$ cat src/rtl/ifetch_pkg.sv
// Shared types and constants for the instruction fetch stage.
package ifetch_pkg;

  localparam int INST_WIDTH = 32;
  localparam int PC_WIDTH   = 32;

  typedef logic [PC_WIDTH-1:0]   pc_t;
  typedef logic [INST_WIDTH-1:0] inst_t;

  localparam pc_t PC_STEP = 32'd4;

  typedef struct packed {
    pc_t   pc;
    inst_t inst;
  } fetch_entry_t;

  function automatic pc_t next_pc(input pc_t pc);
    return pc + PC_STEP;
  endfunction

  function automatic logic is_misaligned(input pc_t pc);
    return pc[1:0] != 2'b00;
  endfunction

endpackage

$ cat src/rtl/ifetch_if.sv
// Fetch-stage bus: ROM address/data, redirect from execute, decode handshake, fault.
interface ifetch_if;
  import ifetch_pkg::*;

  pc_t   rom_addr;
  inst_t rom_rd;
  logic  redirect_valid;
  pc_t   redirect_pc;
  logic  out_valid;
  logic  out_ready;
  inst_t out_inst;
  pc_t   out_pc;
  logic  fault;

  modport master (
    output rom_addr,
    input  rom_rd,
    input  redirect_valid,
    input  redirect_pc,
    output out_valid,
    input  out_ready,
    output out_inst,
    output out_pc,
    output fault
  );

  modport slave (
    input  rom_addr,
    output rom_rd,
    output redirect_valid,
    output redirect_pc,
    input  out_valid,
    output out_ready,
    input  out_inst,
    input  out_pc,
    input  fault
  );

endinterface

$ cat src/rtl/ifetch_fifo.sv
// Circular FIFO of tagged fetch entries; flush beats push, push+pop legal when full.
module ifetch_fifo
  import ifetch_pkg::*;
#(
  parameter  int DEPTH = 2,
  localparam int CW    = $clog2(DEPTH + 1)
) (
  input  logic           CLK,
  input  logic           RST_N,
  input  logic           push,
  input  logic           pop,
  input  logic           flush,
  input  fetch_entry_t   entry,
  output logic [CW-1:0]  count,
  output fetch_entry_t   head
);

  localparam int PW = (DEPTH > 1) ? $clog2(DEPTH) : 1;

  logic [PW-1:0] rd_ptr;
  logic [PW-1:0] wr_ptr;
  fetch_entry_t  mem [DEPTH];
  logic          do_push;
  logic          do_pop;

  function automatic logic [PW-1:0] inc_ptr(input logic [PW-1:0] p);
    return (p == PW'(DEPTH - 1)) ? '0 : p + PW'(1);
  endfunction

  assign do_push = push && !flush;
  assign do_pop  = pop && !flush && (count != '0);

  // NOTE: sequential state is always assigned with <= so every flop samples pre-edge values.
  always_ff @(posedge CLK or negedge RST_N) begin
    if (!RST_N) begin
      rd_ptr <= '0;
      wr_ptr <= '0;
      count  <= '0;
    end else if (flush) begin
      rd_ptr <= '0;
      wr_ptr <= '0;
      count  <= '0;
    end else begin
      if (do_push) wr_ptr <= inc_ptr(wr_ptr);
      if (do_pop)  rd_ptr <= inc_ptr(rd_ptr);
      unique case ({do_push, do_pop})
        2'b10:   count <= count + CW'(1);
        2'b01:   count <= count - CW'(1);
        default: ;
      endcase
    end
  end

  // NOTE: storage is not reset; the head is forced to zero while empty, so stale words never leak.
  always_ff @(posedge CLK) begin
    if (do_push) mem[wr_ptr] <= entry;
  end

  assign head = (count != '0) ? mem[rd_ptr] : '0;

endmodule

$ cat src/rtl/ifetch.sv
// Instruction fetch stage: PC, one-deep ROM read tracking, credit-limited FIFO to decode.
// Optional: define IFETCH_MISALIGN_TRAP_EN to trap misaligned redirect targets via sticky fault.
module ifetch
  import ifetch_pkg::*;
#(
  parameter pc_t RESET_PC  = 32'h0000_0000,
  parameter int  BUF_DEPTH = 2
) (
  input logic CLK,
  input logic RST_N,
  ifetch_if.master bus
);

  localparam int CW = $clog2(BUF_DEPTH + 1);
  localparam logic [CW:0] DEPTH_LIMIT = (CW + 1)'(BUF_DEPTH);

  pc_t           pc;
  pc_t           pc_nxt;
  logic          inflight_v;
  logic          inflight_v_nxt;
  pc_t           inflight_pc;
  pc_t           inflight_pc_nxt;
  logic          fault_q;
  pc_t           redirect_target;

  logic          push;
  logic          pop;
  logic          flush;
  logic          issue;
  logic          out_valid;
  logic [CW-1:0] count;
  fetch_entry_t  head;
  fetch_entry_t  entry;
  logic [CW:0]   credit_used;

`ifdef IFETCH_MISALIGN_TRAP_EN
  assign redirect_target = bus.redirect_pc;

  always_ff @(posedge CLK or negedge RST_N) begin
    if (!RST_N) begin
      fault_q <= 1'b0;
    end else if (bus.redirect_valid && is_misaligned(bus.redirect_pc)) begin
      fault_q <= 1'b1;
    end
  end
`else
  logic redirect_lsb_unused;

  assign redirect_lsb_unused = ^bus.redirect_pc[1:0];
  assign redirect_target     = {bus.redirect_pc[PC_WIDTH-1:2], 2'b00};
  assign fault_q             = 1'b0;
`endif

  assign out_valid = (count != '0);
  assign pop       = out_valid && bus.out_ready;
  assign entry     = '{pc: inflight_pc, inst: bus.rom_rd};

  // Slots already committed: buffered + in flight, minus the one decode takes this edge.
  assign credit_used = {1'b0, count}
                     + {{CW{1'b0}}, inflight_v}
                     - {{CW{1'b0}}, pop};

  // NOTE: every always_comb output gets a default first so no path can infer a latch.
  always_comb begin
    pc_nxt          = pc;
    inflight_v_nxt  = 1'b0;
    inflight_pc_nxt = inflight_pc;
    flush           = 1'b0;
    push            = 1'b0;
    issue           = 1'b0;

    if (bus.redirect_valid) begin
      flush  = 1'b1;
      pc_nxt = redirect_target;
    end else begin
      push  = inflight_v;
      issue = !fault_q && (credit_used < DEPTH_LIMIT);
      if (issue) begin
        inflight_v_nxt  = 1'b1;
        inflight_pc_nxt = pc;
        pc_nxt          = next_pc(pc);
      end
    end
  end

  always_ff @(posedge CLK or negedge RST_N) begin
    if (!RST_N) begin
      pc          <= RESET_PC;
      inflight_v  <= 1'b0;
      inflight_pc <= '0;
    end else begin
      pc          <= pc_nxt;
      inflight_v  <= inflight_v_nxt;
      inflight_pc <= inflight_pc_nxt;
    end
  end

  ifetch_fifo #(
    .DEPTH (BUF_DEPTH)
  ) u_fifo (
    .CLK   (CLK),
    .RST_N (RST_N),
    .push  (push),
    .pop   (pop),
    .flush (flush),
    .entry (entry),
    .count (count),
    .head  (head)
  );

  assign bus.rom_addr  = pc;
  assign bus.out_valid = out_valid;
  assign bus.out_inst  = head.inst;
  assign bus.out_pc    = head.pc;
  assign bus.fault     = fault_q;

endmodule

$ cat src/flat_wrapper.sv
// flat-port wrapper written by rule: the top's interface ports become plain ports
module ifetch_flat import ifetch_pkg::*;
#(
  parameter pc_t RESET_PC  = 32'h0000_0000,
  parameter int  BUF_DEPTH = 2
)
  (CLK, RST_N, bus_rom_addr, bus_rom_rd, bus_redirect_valid, bus_redirect_pc, bus_out_valid, bus_out_ready, bus_out_inst, bus_out_pc, bus_fault);
  ifetch_if bus_i ();
  input logic CLK;
  input logic RST_N;
  output wire logic [$bits(bus_i.rom_addr)-1:0] bus_rom_addr;
  input wire logic [$bits(bus_i.rom_rd)-1:0] bus_rom_rd;
  input wire logic [$bits(bus_i.redirect_valid)-1:0] bus_redirect_valid;
  input wire logic [$bits(bus_i.redirect_pc)-1:0] bus_redirect_pc;
  output wire logic [$bits(bus_i.out_valid)-1:0] bus_out_valid;
  input wire logic [$bits(bus_i.out_ready)-1:0] bus_out_ready;
  output wire logic [$bits(bus_i.out_inst)-1:0] bus_out_inst;
  output wire logic [$bits(bus_i.out_pc)-1:0] bus_out_pc;
  output wire logic [$bits(bus_i.fault)-1:0] bus_fault;
  assign bus_rom_addr = bus_i.rom_addr;
  assign bus_i.rom_rd = bus_rom_rd;
  assign bus_i.redirect_valid = bus_redirect_valid;
  assign bus_i.redirect_pc = bus_redirect_pc;
  assign bus_out_valid = bus_i.out_valid;
  assign bus_i.out_ready = bus_out_ready;
  assign bus_out_inst = bus_i.out_inst;
  assign bus_out_pc = bus_i.out_pc;
  assign bus_fault = bus_i.fault;
  ifetch #(.RESET_PC(RESET_PC), .BUF_DEPTH(BUF_DEPTH)) u_core (.CLK(CLK), .RST_N(RST_N), .bus(bus_i));
endmodule
$ cat config.mk
export PLATFORM = sky130hd
export DESIGN_NAME = ifetch_flat
export DESIGN_NICKNAME = d
export VERILOG_FILES = /design/src/rtl/ifetch_pkg.sv /design/src/rtl/ifetch_if.sv /design/src/rtl/ifetch_fifo.sv /design/src/rtl/ifetch.sv /design/src/flat_wrapper.sv
export SDC_FILE = /design/constraint.sdc
export NUM_CORES = 1
export LEC_CHECK = 0
export CORE_MARGIN = 10
export CORE_UTILIZATION = 48
export CTS_BUF_LIST = sky130_fd_sc_hd__clkbuf_8
export DETAILED_ROUTE_END_ITERATION = 16
export PLACE_DENSITY = 0.79
export SLEW_MARGIN = 25
export SYNTH_ARGS = -nofsm -noshare
export SYNTH_HDL_FRONTEND = slang
export SYNTH_HIERARCHICAL = 1
export SYNTH_SLANG_ARGS = --single-unit
$ cat constraint.sdc
create_clock -name CLK -period 3.6 [get_ports CLK]
set_input_delay 0.9 -clock CLK [delete_from_list [all_inputs] [get_ports CLK]]
set_output_delay 0.9 -clock CLK [all_outputs]
set_load 0.05 [all_outputs]
Word-level counts from Yosys, hierarchy flattened
Memory sizes are Yosys's and may differ from the RTL's.
Index checks and enable logic that the tools add are counted.
W data, S select, Z words.
- bits in registers: 69
- bits in writable memories: 128
- input port bits: 68
- logic and storage cells: 46
- memories kept: 1
- $add $sub $neg: 7
- magnitude comparators: 1
- equal/unequal tests: 2
- muxes and demuxes: 17
- bitwise gates (word level): 1
- reductions and logical operators: 11
- memories (name ; depth ; width ; read ports ; clocked after memory_dff ; write ports ; line ; text):
    u_core.u_fifo.mem ; 2 ; 64 ; 1 ; 0 ; 1 ; ifetch_fifo.sv:22 ; fetch_entry_t mem [DEPTH];
- operator list (operator ; count):
    $mux W32 ; 2
    $mux W64 ; 1
    $add A32 B3 Y32 const B ; 1
    $mux W1 ; 12
    $reduce_bool A2 Y1 ; 4
    $logic_and A1 B1 Y1 ; 4
    $pmux W2 S2 ; 1
    $add A2 B1 Y3 ; 1
    $lt A3 B2 Y1 const B ; 1
    $reduce_bool A3 Y1 ; 1
    $sub A3 B1 Y3 ; 1
    $add A1 B1 Y1 const B ; 2
    $add A2 B1 Y2 const B ; 1
    $eq A2 B1 Y1 const B ; 1
    $eq A2 B2 Y1 const B ; 1
    $mux W2 ; 1
    $reduce_and A2 Y1 ; 1
    $sub A2 B1 Y2 const B ; 1
    $logic_not A1 Y1 ; 1
    $not A1 Y1 ; 1

Logic depth before layout (Yosys ltp)
- depth in word-level cells: 7
- depth in mapped cells: 12

By module
Netlist, hierarchy kept.
- modules (own cells, without submodules) (module ; times used ; cells an instance ; area an instance (µm²) ; seq. area each (µm²)):
    ifetch_fifo ; 1 ; 293 ; 5047.3 ; 3943.8
    ifetch ; 1 ; 275 ; 3010.4 ; 1526.5

Least setup slack after synthesis
Ideal clock, no wire load.
- path type: input to register
- from: in bus_redirect_valid
- to: mem u_core/u_fifo/mem[0][0] (netlist bit) (enable)
- library setup time: 0.486 ns
- data arrival time: 4.323 ns
- data required time: 3.114 ns
- path slack: -1.209 ns
- cell stages on the path: 5
- buffers on the path: 2
- cells stage by stage: clkbuf_1 -> clkbuf_1 -> nor2b_1 -> nand2b_1 -> nor2_1
- RTL lines (element ; line ; text):
    from (decl) ; flat_wrapper.sv:13 ; input wire logic [$bits(bus_i.redirect_valid)-1:0] bus_redirect_valid;
    $mux W1 ; ifetch.sv:72 ; if (bus.redirect_valid) begin
    net u_core.push ; ifetch.sv:26 ; logic push;
    $logic_and A1 B1 Y1 ; ifetch_fifo.sv:30 ; assign do_push = push && !flush;
    $mux W1 ; ifetch_fifo.sv:56 ; if (do_push) mem[wr_ptr] <= entry;
    $mux W1 (implied by the code) ; ifetch_fifo.sv:56 ;
    to (decl) ; ifetch_fifo.sv:22 ;
The timed path passes the listed nets, and every way through them passes these cells.

Worst setup path after layout
- from: reg u_core.u_fifo.rd_ptr
- to: out bus_out_pc[27]
- longest elaborated chain between the ends: 2
- ends and longest elaborated chain (element ; line ; text):
    from (decl) ; ifetch_fifo.sv:20 ; logic [PW-1:0] rd_ptr;
    from (signal assigned) ; ifetch_fifo.sv:45 ; if (do_pop) rd_ptr <= inc_ptr(rd_ptr);
    $mem_v2 Z2 W64 ; - ;
    $mux W64 ; ifetch_fifo.sv:59 ; assign head = (count != '0) ? mem[rd_ptr] : '0;
    to (decl) ; flat_wrapper.sv:18 ; output wire logic [$bits(bus_i.out_pc)-1:0] bus_out_pc;
No other way between the ends.

==> impl_metrics.ini <==
[run_status]
status = completed

[timing]
finalMaxSlewViolations = 0
clock.fmax_mhz = 290.1
tightest_slew_ns = 0.8093
finalCritPeriodShare = 0.9575
holdWs_ns = 0.4713
rsz0062_at_grt = false
hold_viol_final = 0
setup_violations = 0
slew_headroom = 0.4604
final.setup.worst_slack_ns = 0.1530
skew_ns = 0.008223
min_period_ns = 3.447

[clock_network]
root_buffer = clkbuf_8
cts_max_level = 4
ctsHoldBuffers = 0
cts_buffer_depth = 2
post_cts_buffers = 0
clk_latency_ns = 0.45
cts.clk_slew.worst_paths_ns = 0.09
cts_resized = 0
cts-buffers-inserted = 17
cts_tree = yes
clock-sinks = 193

[power]
ir_drop_mv = 0.2592
p_int_w = 0.003695
p_seq_frac = 0.535
switching_power_w = 0.001644
swShare = 0.3079
clock_power_share = 0.237
total_leakage_power_nw = 3.597
pwr-share-comb = 0.228
powerDensity_nw_per_um2 = 512.9

[critical_path]
arrival_ns = 2.55
critical_path_class = flip-flop to output port
cp-start-kind = flip-flop
critPathRequiredTime_ns = 2.70
critPathCaptureType = output port
cp_max_fo = 21

[layout]
fillers = 1238
layout-drive-gt1-share = 0.1368
stdcell_count = 980
diodes = 0
areaGrowthSynthToFinish_pct = 29.19
nets = 818

[synthesis]
ys_types = 45
async_flop_share = 0.3368
netlist_area_sq_um = 8058
syn-mean-instance-area_sq_um = 14.19
ys_seq_area_frac = 0.6789
synth_edf_count = 128
synth_flop_cell = edfxtp_1
synthCells = 568
yosysWarnings = 6
synth_top_cells_by_area = edfxtp_1 48%, dfrtp_1 20%, mux2i_1 8.2%
synth_top_area_cell = edfxtp_1
ys_ff_latch = 193
yosysTopAreaCellShare = 0.4770

[die]
io_pins = 166
die_w_microns = 149.6
start_util = 0.4876
rows = 47
die_area_sq_um = 22370
coreArea_sq_um = 16520
die_h_microns = 149.6

[placed_design]
place_congestion = 0.8673
dp_hpwl_microns = 12630
place_inst = 948
dp_slack_ns = -0.06833
numPortBuffers = 160

[global_route]
first_global_vias = 5328
grt_util_all_layers = 0.1653
grt_max_degree = 65
grt_pass1_wl_microns = 28810
grt_overflow = 0
antenna_found_initial = 0

[route]
viasPerCell = 5.194
drt-total-wl_microns = 18160
drtPass1Iterations = 5
drc_errors = 0
drt-initial-drc-count = 262
wl_per_cell_microns = 18.53
ant_nets = 0
vias = 5090

[job]
cap_violations = 0

[hold_path]
hold_path_class = flip-flop to flip-flop
==> per-stage QoR <==
stage               total power, W    util   TNS, ns  cell area (sq um)
floorplan                 0.003616       -    -20.82               8085
global placement          0.004080  0.6086  -0.04965              10060
detailed placement        0.004131  0.6086   -0.2028              10060
CTS                       0.005388  0.6300         0              10410
global route              0.005577  0.6300         0              10410
finish                    0.005340  0.6300         0              10410
==> path summary, 6_finish.rpt <==
path                                        start                       end  slack [ns]  depth (start not counted)
hold / removal              u_core/inflight_pc[2]  u_core/u_fifo/mem[1][34]        0.47                          0
setup reg to reg           u_core/u_fifo/count[0]   u_core/bus.rom_addr[22]        0.54                         12
hold reg to reg             u_core/inflight_pc[2]  u_core/u_fifo/mem[1][34]        0.47                          0
min in group asynchronous                   RST_N   u_core/bus.rom_addr[18]        0.53                          1
max in group asynchronous                   RST_N    u_core/inflight_pc[19]        2.40                          2
setup / recovery             u_core/u_fifo/rd_ptr            bus_out_pc[27]        0.15                          4
==> cells in the mapped netlist, drive strengths merged (11+ instances only) <==
library cell / n
edfxtp: 128
nor2: 76
mux2i: 66
dfrtp: 65
nand2: 42
mux2: 32
o21ai: 31
xnor2: 21
buf: 17
xor2: 12
nand4: 11
==> power by group through the flow <==
stage	sequential, W	clock [W]	combinational [W]
6_report	0.00286	0.00127	0.00122
4_1_cts	0.00286	0.00130	0.00123
3_5_place_dp	0.00291	0	0.00123
5_1_grt	0.00289	0.00140	0.00129
2_1_floorplan	0.00297	0	0.000645
3_3_place_gp	0.00288	0	0.00120
==> sequential cells by signal, indices dropped and copies added (netlist names) <==
| name | flops |
|---|---|
| u_core/inflight_pc | 30 |
| u_core/u_fifo/wr_ptr | 1 |
| u_core/u_fifo/rd_ptr | 1 |
| u_core/u_fifo/count | 2 |
| u_core/u_fifo/mem | 128 |
| u_core/bus.rom_addr | 30 |
| u_core/inflight_v | 1 |
==> cell families after synthesis <==
| logic type | after synthesis | synth area share |
|---|---|---|
| adder cells (fa/ha/maj) | 3 | 0.005590 |
| flip-flops | 193 | 0.6789 |
| multiplexers | 98 | 0.1267 |
| other | 1 | 0.0004654 |
| AO/OA/AOI/OAI | 33 | 0.02220 |
| AND/OR/NAND/NOR | 171 | 0.1057 |
| buffers and inverters | 36 | 0.02453 |
| XOR/XNOR | 33 | 0.03587 |
==> per-layer routing <==
layer  part of all wire  vias to the layer above  track usage
li1                   -                     2388            -
met1               0.40                     2498       0.1991
met2               0.52                      182       0.2828
met3              0.068                       22      0.03593
met4              0.013                        0      0.06526
met5                  0                        -            0
==> critical path, cell delays in order, from the launching register on <==
cell and delay, ns:
dfrtp_4 0.70, buf_12 0.25, mux2i_1 0.10, nor2_1 0.18, clkdlybuf4s50_1 0.85
==> cell usage in the layout, fill, tap and decap left out, drive strengths merged, types with 2 or more instances in the layout <==
cell | netlist | final
ha | 2 | 2
nor4 | 7 | 7
nand4 | 11 | 11
nand2 | 42 | 42
o21ai | 31 | 31
clkinv | 0 | 4
nor3 | 10 | 10
buf | 17 | 23
clkdlybuf4s50 | 0 | 158
dfrtp | 65 | 65
xor2 | 12 | 12
mux2 | 32 | 32
nor2 | 76 | 76
inv | 9 | 15
nor2b | 3 | 3
clkbuf | 10 | 17
and2 | 2 | 2
nand3 | 6 | 6
conb | 1 | 7
mux2i | 66 | 66
edfxtp | 128 | 128
xnor2 | 21 | 21
and4 | 5 | 5
and3 | 2 | 2
clkinvlp | 0 | 4
==> layout make-up <==
| cell class | instances | area [sq um] | area share |
|---|---|---|---|
| clock inverters | 15 | 118.9 | 0.01142 |
| clock buffers | 17 | 234.0 | 0.02248 |
| flip-flops and latches | 193 | 5474 | 0.5258 |
| repair buffers | 181 | 1837 | 0.1764 |
| inverters | 9 | 33.78 | 0.003245 |
| multi-input cells | 345 | 2437 | 0.2341 |
| well taps | 220 | 275.3 | 0.02644 |
Note: power is estimated with default switching activity, not from simulation.
